File: config.mk
export PLATFORM = sky130hd
export DESIGN_NAME = line_buffer_ctrl
export DESIGN_NICKNAME = d
export VERILOG_FILES = /design/src/rtl/isp_lb_pkg.sv /design/src/rtl/lb_row_mux.sv /design/src/rtl/line_buffer_ctrl.sv
export SDC_FILE = /design/constraint.sdc
export NUM_CORES = 1
export LEC_CHECK = 0
export ABC_AREA = 1
export CAP_MARGIN = 20
export CORE_AREA = 3 3 189 191
export DETAILED_ROUTE_END_ITERATION = 6
export DIE_AREA = 0 0 192 194
export HOLD_SLACK_MARGIN = 0.06
export PLACE_DENSITY = 0.51
export SLEW_MARGIN = 20
export SYNTH_ARGS = -nofsm -noshare
export SYNTH_HDL_FRONTEND = slang
export SYNTH_SLANG_ARGS = --single-unit
export TNS_END_PERCENT = 10
File: constraint.sdc
create_clock -name clk_i -period 2.7 [get_ports clk_i]
set_input_delay 0.27 -clock clk_i [delete_from_list [all_inputs] [get_ports clk_i]]
set_output_delay 0.27 -clock clk_i [all_outputs]
set_load 0.05 [all_outputs]
File: src/rtl/isp_lb_pkg.sv
// Shared state type and bank-index helpers for the ISP line buffer controller.
package isp_lb_pkg;

    typedef enum logic [1:0] {
        StIdle   = 2'd0,
        StFill   = 2'd1,
        StStream = 2'd2
    } lb_state_e;

    // (base - k) mod n for base, k < n, using a conditional subtract instead of a divider.
    function automatic int unsigned bank_sub(int unsigned base, int unsigned k, int unsigned n);
        int unsigned s;
        s = base + n - k;
        return (s >= n) ? s - n : s;
    endfunction

    function automatic int unsigned bank_inc(int unsigned base, int unsigned n);
        return (base + 1 >= n) ? 32'd0 : base + 1;
    endfunction

endpackage

File: src/rtl/lb_row_mux.sv
// Rotates per-bank RAM read data into window rows: row k comes from bank (wr_bank - k) mod MEM_NUM,
// row 0 is the current pixel.
module lb_row_mux
    import isp_lb_pkg::*;
#(
    parameter int unsigned DATA_WIDTH = 45,
    parameter int unsigned MEM_NUM    = 4,
    parameter int unsigned BANK_W     = 2
) (
    input  logic [BANK_W-1:0]                  wr_bank_i,
    input  logic [DATA_WIDTH-1:0]              row0_i,
    input  logic [MEM_NUM-1:0][DATA_WIDTH-1:0] bank_data_i,
    output logic [MEM_NUM-1:0][DATA_WIDTH-1:0] rows_o
);

    always_comb begin
        rows_o    = '0;
        rows_o[0] = row0_i;
        for (int unsigned k = 1; k < MEM_NUM; k++) begin
            rows_o[k] = bank_data_i[BANK_W'(bank_sub(32'(wr_bank_i), k, MEM_NUM))];
        end
    end

endmodule

File: src/rtl/line_buffer_ctrl.sv
// Line buffer controller: writes incoming lines round-robin into MEM_NUM RAM banks and emits a
// vertical pixel window. Define LINE_BUFFER_EDGE_REPLICATE_EN to also output windows during FILL.
module line_buffer_ctrl
    import isp_lb_pkg::*;
#(
    parameter int unsigned ADDR_WIDTH = 11,
    parameter int unsigned DATA_WIDTH = 45,
    parameter int unsigned MEM_NUM    = 4
) (
    input  logic                               clk_i,
    input  logic                               rst_i,
    input  logic                               frame_start_i,
    input  logic                               line_valid_i,
    input  logic                               pixel_valid_i,
    input  logic [DATA_WIDTH-1:0]              pixel_data_i,
    output logic [MEM_NUM-1:0]                 ram_write_enable_o,
    output logic [MEM_NUM-1:0]                 ram_read_enable_o,
    output logic [ADDR_WIDTH-1:0]              ram_write_address_o,
    output logic [DATA_WIDTH-1:0]              ram_data_o,
    output logic [ADDR_WIDTH-1:0]              ram_read_address_o,
    input  logic [MEM_NUM-1:0][DATA_WIDTH-1:0] ram_data_i,
    output logic                               window_valid_o,
    output logic [MEM_NUM-1:0][DATA_WIDTH-1:0] window_data_o,
    output logic                               overflow_o
);

    localparam int unsigned      BankW    = (MEM_NUM > 1) ? $clog2(MEM_NUM) : 1;
    localparam logic [BankW-1:0] LastBank = BankW'(MEM_NUM - 1);

    lb_state_e state_q, state_d;

    // One extra bit so column 2**ADDR_WIDTH is representable and detects overflow.
    logic [ADDR_WIDTH:0]   col_q, col_d;
    logic [BankW-1:0]      wr_bank_q, wr_bank_d;
    logic [BankW-1:0]      lines_q, lines_d;
    logic                  overflow_q, overflow_d;
    logic                  line_valid_q;

    logic                  line_end;
    logic                  pixel_in;
    logic                  col_full;
    logic                  wr_accept;
    logic                  win_en;
    logic [MEM_NUM-1:0]    wr_onehot;

    logic                  win_valid_q;
    logic [DATA_WIDTH-1:0] pix_q;
    logic [BankW-1:0]      win_bank_q;
    logic [MEM_NUM-1:0][DATA_WIDTH-1:0] rot_rows;
`ifdef LINE_BUFFER_EDGE_REPLICATE_EN
    logic [BankW-1:0]      win_depth_q;
`endif

    assign line_end  = line_valid_q & ~line_valid_i & (state_q != StIdle) & ~frame_start_i;
    assign pixel_in  = line_valid_i & pixel_valid_i & (state_q != StIdle) & ~frame_start_i;
    assign col_full  = col_q[ADDR_WIDTH];
    assign wr_accept = pixel_in & ~col_full;

    // ---------------------------------------------------------------- FSM state register
    always_ff @(posedge clk_i or posedge rst_i) begin
        if (rst_i) begin
            state_q <= StIdle;
        end else begin
            state_q <= state_d;
        end
    end

    // ---------------------------------------------------------------- FSM next state
    always_comb begin
        state_d = state_q;
        unique case (state_q)
            StIdle, StStream: state_d = state_q;
            StFill: begin
                if (line_end && (lines_d == LastBank)) begin
                    state_d = StStream;
                end
            end
            default: state_d = StIdle;
        endcase
        if (frame_start_i) begin
            state_d = StFill;
        end
    end

    // ---------------------------------------------------------------- FSM outputs
    always_comb begin
        ram_write_enable_o  = '0;
        ram_read_enable_o   = '0;
        ram_write_address_o = '0;
        ram_read_address_o  = '0;
        ram_data_o          = '0;
        win_en              = 1'b0;
        for (int unsigned b = 0; b < MEM_NUM; b++) begin
            wr_onehot[b] = (wr_bank_q == BankW'(b));
        end
        if (wr_accept) begin
            ram_write_enable_o  = wr_onehot;
            ram_read_enable_o   = ~wr_onehot;
            ram_write_address_o = col_q[ADDR_WIDTH-1:0];
            ram_read_address_o  = col_q[ADDR_WIDTH-1:0];
            ram_data_o          = pixel_data_i;
`ifdef LINE_BUFFER_EDGE_REPLICATE_EN
            win_en              = 1'b1;
`else
            win_en              = (state_q == StStream);
`endif
        end
    end

    // ---------------------------------------------------------------- counters
    always_comb begin
        col_d      = col_q;
        wr_bank_d  = wr_bank_q;
        lines_d    = lines_q;
        overflow_d = overflow_q;
        if (frame_start_i) begin
            col_d      = '0;
            wr_bank_d  = '0;
            lines_d    = '0;
            overflow_d = 1'b0;
        end else if (line_end) begin
            col_d     = '0;
            wr_bank_d = BankW'(bank_inc(32'(wr_bank_q), MEM_NUM));
            if (lines_q != LastBank) begin
                lines_d = lines_q + 1'b1;
            end
        end else if (pixel_in) begin
            if (col_full) begin
                overflow_d = 1'b1;
            end else begin
                col_d = col_q + 1'b1;
            end
        end
    end

    always_ff @(posedge clk_i or posedge rst_i) begin
        if (rst_i) begin
            col_q        <= '0;
            wr_bank_q    <= '0;
            lines_q      <= '0;
            overflow_q   <= 1'b0;
            line_valid_q <= 1'b0;
        end else begin
            col_q        <= col_d;
            wr_bank_q    <= wr_bank_d;
            lines_q      <= lines_d;
            overflow_q   <= overflow_d;
            line_valid_q <= line_valid_i;
        end
    end

    // ---------------------------------------------------------------- window path
    // Pixel and bank are captured so row 0 lines up with the 1-cycle RAM read latency.
    always_ff @(posedge clk_i or posedge rst_i) begin
        if (rst_i) begin
            win_valid_q <= 1'b0;
            pix_q       <= '0;
            win_bank_q  <= '0;
`ifdef LINE_BUFFER_EDGE_REPLICATE_EN
            win_depth_q <= '0;
`endif
        end else begin
            win_valid_q <= win_en;
            if (win_en) begin
                pix_q       <= pixel_data_i;
                win_bank_q  <= wr_bank_q;
`ifdef LINE_BUFFER_EDGE_REPLICATE_EN
                win_depth_q <= lines_q;
`endif
            end
        end
    end

    lb_row_mux #(
        .DATA_WIDTH (DATA_WIDTH),
        .MEM_NUM    (MEM_NUM),
        .BANK_W     (BankW)
    ) u_row_mux (
        .wr_bank_i   (win_bank_q),
        .row0_i      (pix_q),
        .bank_data_i (ram_data_i),
        .rows_o      (rot_rows)
    );

    always_comb begin
        window_data_o = '0;
        if (win_valid_q) begin
            for (int k = 0; k < int'(MEM_NUM); k++) begin
`ifdef LINE_BUFFER_EDGE_REPLICATE_EN
                // Rows older than what has been stored repeat the oldest valid row.
                window_data_o[k] = (k > int'(win_depth_q)) ? rot_rows[win_depth_q] : rot_rows[k];
`else
                window_data_o[k] = rot_rows[k];
`endif
            end
        end
    end

    assign window_valid_o = win_valid_q;
    assign overflow_o     = overflow_q;

endmodule

-- Word level (Yosys, flattened, before mapping)
Index checks and enable logic that the tools add are counted.
- add/sub/neg operators: 10
- $lt $le $gt $ge: 7
- eq/ne operators: 11
- muxes and demuxes: 32
- bitwise operators: 11
- reduce and logical (&&, ||, !) cells: 12
- operator list (kind ; number):
    $bmux 45 s2 ; 3
    $mux 180 ; 1
    $mux 45 ; 4
    $ge 32x3->1 const B ; 3
    $mux 12 ; 4
    $mux 2 ; 11
    $add 12x1->12 const B ; 1
    $mux 11 ; 1
    $sub 4x2->5 const B ; 2
    $lt 2x3->1 const B ; 3
    $eq 2x2->1 const B ; 4
    $mux 4 ; 2
    $reduce_bool 2->1 ; 4
    $and 1x1->1 ; 7
    $ne 2x2->1 const B ; 3
    $sub 2x1->2 const B ; 3
    $mux 1 ; 5
    $sub 4x1->5 const B ; 1
    $add 2x3->4 const B ; 1
    $eq 2x1->1 const B ; 2
    $logic_not 2->1 ; 2
    $not 4->4 ; 1
    $pmux 2 s2 ; 1
    $reduce_and 2->1 ; 2
    other kinds (10) ; 12
- register bits after elaboration: 68
- input bits: 230
- output and inout bits: 257

-- Depth between registers and ports, before layout
- depth in word-level cells: 11
- mapped depth: 9
- depth with buffers taken out: 9

-- By module
A second synthesis with hierarchy kept.
- cell total of the unflattened synthesis: 1869
- area, all modules: 9073.7 sq um
- modules (own cells, without submodules) (module ; times used ; cells an instance ; area each (sq um)):
    line_buffer_ctrl ; 1 ; 803 ; 4800.9
    lb_row_mux ; 1 ; 1066 ; 4272.8

-- Worst setup path after synthesis
No wires, ideal clock.
- path kind: register to output
- from: register col_q[11]
- to: output port ram_write_address_o[5]
- arrival: 2024 ps
- data required time: 2430 ps
- slack: 406 ps
- cell stages (with the launch flop): 7
- buffers on the path: 3
- cells stage by stage: dfrtp_1 nor2_1 nand2_4 buf_2 buf_2 nor2_1 buf_4
- cells in the longest elaborated chain, start to end: 3
- ends and longest elaborated chain (item ; RTL line ; source):
    start, declared ; line_buffer_ctrl.sv:33 ; logic [ADDR_WIDTH:0] col_q, col_d;
    start signal, assigned ; line_buffer_ctrl.sv:144 ; col_q <= col_d;
    $not 1->1 ; line_buffer_ctrl.sv:57 ; assign wr_accept = pixel_in & ~col_full;
    $and 1x1->1 ; line_buffer_ctrl.sv:57 ;
    $mux 11 ; -- ;
    end, declared ; line_buffer_ctrl.sv:18 ; output logic [ADDR_WIDTH-1:0] ram_write_address_o,
No other way between the ends.

==> impl_metrics.csv <==
group,metric,value,unit
run_status,run_status,"finished, final reports clean",
logic_synthesis,yosys_warnings,0,
logic_synthesis,synth.top_cells.by_area,"dfrtp_1, nand2_1, nor2_1",
global_routing,grt_start_max_net_pins,111,
critical_path,setup.reg_to_reg.worst_slack,0.88,ns
routing,firstDrtPassIters,6,
clock_network,cts_made_buffers,9,
routing,detailroute.via_count,10400,
placement,place.port_buffers,486,
floorplan,num_io_pins,487,
finish,final_std_cell_area_no_fill,15100,µm²
finish,layout.filler_cells,3466,
finish,layout-area-overhead-vs-synth,99.6,%
timing,worst_slew_pin_slew,0.563,ns
critical_path,timing.rr.end,"pix_q[4]",
global_routing,overflow,0,
logic_synthesis,synthCells,1417,
timing,maxSlewViolCount,0,
clock_network,clock_tree.htree_level_count,3,
routing,totalWireLength,41.6,mm
timing,fmax,0.390,GHz
finish,fin_nets,2070,
worst_hold_path,min_path_type,"input pin to async pin",
logic_synthesis,number_of_flops_mapped_to_enable_cells_by_yosys,0,
logic_synthesis,seq_area_frac_synth,22.4,%
routing,detail_route.wl_per_cell,18.1,µm
clock_network,tritoncts,"yes",
global_routing,grt_pass1_wl,62.1,mm
critical_path,endpoint_kind,"output pin",
routing,drt.antenna.violating_nets,0,
run,cap_viol_max_count,0,
logic_synthesis,synth_seq_cells,68,
timing,finClkSkew,0.00576,ns
critical_path,critical_path_class,"flop to output pin",
clock_network,cts.root.buffer_cell,"clkbuf_16",
placement,gpl.final_weighted_congestion,0.879,
timing,whs,0.266,ns
critical_path,required,2.43,ns
placement,dp_hpwl,32.1,mm
timing,hold_viol,0,
floorplan,placement_rows,68,
logic_synthesis,synth.cells.most_frequent,"nand2_1, nor2_1, inv_1, o21ai_1, nand3_1",
floorplan,die-area,37200,µm²
clock_network,clkTransAtPathRegs,0.05,ns
placement,post_dp_cell_area,14900,µm²
clock_network,post_cts_hold_buffer_count,0,
critical_path,startpoint_type,"flop",
critical_path,rr_startpoint,"state_q[1]",
logic_synthesis,most_frequent_cell_after_synthesis,"nand2_1",
clock_network,post_cts_resize_count,0,
routing,viasPerCell,4.50,
logic_synthesis,synth_area_per_cell,5.35,µm²
power,powerDensity,192,nW/µm²
timing,grt_setup_unrepaired,"false",
logic_synthesis,synth.cell_area,7580,µm²
logic_synthesis,synth_fp_nets,1652,
timing,setup_violation_total_in_the_final_timing_report,0,
power,max-vdd-ir-drop,0.280,mV
global_routing,via_count_of_the_first_global_routing_pass,10100,
floorplan,core_area,34300,µm²
critical_path,timing.critical_path.fanout_max,26,
finish,fraction_of_layout_instances_using_a_drive_strength_above_1,16.0,%
timing,fin_setup_tns,0,ns
logic_synthesis,ys_types,25,
critical_path,r2r_cell_count,8,
logic_synthesis,synth_async_sr_flop_share,100,%
clock_network,sink_count,68,
clock_network,clk-insertion-delay-late,0.33,ns
global_routing,grt_use_total,21.4,%
global_routing,antenna_found_initial,9,
logic_synthesis,synth_largest_area_cell,"dfrtp_1",
timing,worst_slew_slack_as_a_fraction_of_its_limit,62.4,%
routing,drc_errors,0,
floorplan,die-width,192,µm
timing,final.period_utilization,94.9,%
clock_network,post-cts-setup-buffer-count,0,
logic_synthesis,yosys.area.top_type_share,22.4,%
timing,final_critical_path_required_period,2.56,ns
logic_synthesis,ys.flop_type,"dfrtp_1",
clock_network,cts_max_path_buffers,2,
critical_path,crit_arrival,2.29,ns
power,power.leakage,6.92,nW
floorplan,initial_core_util,22.1,%
routing,dr.first_iter.drc_count,608,
floorplan,die_h,194,µm
cell families (layout without fill, tap and decap cells):
kind of cell / after synthesis / count (layout) / synth area share, %
AO/OA/AOI/OAI: 336 / 336 / 22.3
adder cells (fa/ha/maj): 5 / 5 / 0.825
buffers and inverters: 328 / 751 / 18.6
flip-flops: 68 / 68 / 22.4
other: 0 / 4 / 0
AND/OR/NAND/NOR: 680 / 680 / 35.9
routing by layer:
layer,global-route usage [%],vias to the layer above,wire (µm)
met5,0,-,78
met4,9.74,10,1830
met3,6.78,79,4160
met2,36.3,454,19700
met1,24.4,4577,15800
li1,-,5235,-
state kept, by name, indices dropped and copies added, names as in the netlist:
| name | count |
|---|---|
| wr_bank_q | 2 |
| state_q | 2 |
| lines_q | 2 |
| line_valid_q | 1 |
| pix_q | 45 |
| window_valid_o | 1 |
| col_q | 12 |
| win_bank_q | 2 |
| overflow_o | 1 |
layout by cell type, fill, tap and decap left out, drive strengths merged, types with 4 or more instances in the layout:
master and count:
ha 5, clkbuf 14, nand2 308, nand3 103, o21ai 282, a21oi 51, inv 215, dfrtp 68
diode 4, clkdlybuf4s50 255, nor2 265, buf 264
where the power goes:
group	switching (mW)	leakage (nW)	total (mW)	internal (mW)
clock network	0.410	0.131	1.05	0.644
logic	0.369	5.85	0.815	0.446
registers	0.00593	0.937	1.03	1.03
total	0.785	6.92	2.90	2.12
through the flow:
step | cells | setup slack, ns | utilization [%] | power (mW)
after floorplan | 1417 | 0.406 | - | 1.35
after global placement | 2279 | 0.491 | 43.3 | 1.86
after detailed placement | 2279 | 0.490 | 43.3 | 1.86
after CTS | 2295 | 0.102 | 44.1 | 2.95
after global routing | 2298 | 0.0271 | 44.1 | 3.06
final | 2299 | 0.137 | 44.2 | 2.90
area by class of cell:
cell class | count | area [µm²] | area share (%)
sequential | 68 | 1710 | 11.3
inverter | 216 | 815 | 5.38
clock buffer | 14 | 254 | 1.68
multi-input combinational | 1021 | 4480 | 29.6
tap | 455 | 569 | 3.76
clock inverter | 2 | 10.0 | 0.0661
timing repair buffer | 519 | 7290 | 48.2
antenna | 4 | 10.0 | 0.0661
how the worst max path moves through the flow:
stage                              from                endpoint  slack [ns]  cells past startpoint
after floorplan               col_q[11]  ram_write_address_o[5]        0.41                      6
after global placement    win_bank_q[0]      window_data_o[167]        0.49                      8
after detailed placement   line_valid_i               pix_q[22]        0.49                      9
after CTS                 win_bank_q[0]      window_data_o[167]        0.10                      8
after global routing      win_bank_q[0]      window_data_o[167]        0.03                      8
final                     win_bank_q[0]      window_data_o[167]        0.14                      8
critical path: stages (launching register included):
cell,delay (ns)
dfrtp_4,0.47
inv_2,0.07
nand2_1,0.10
nand2_4,0.07
inv_2,0.39
buf_12,0.24
nand2_1,0.07
a21oi_1,0.36
buf_12,0.19
No activity file was read; power rests on OpenSTA's default activity.
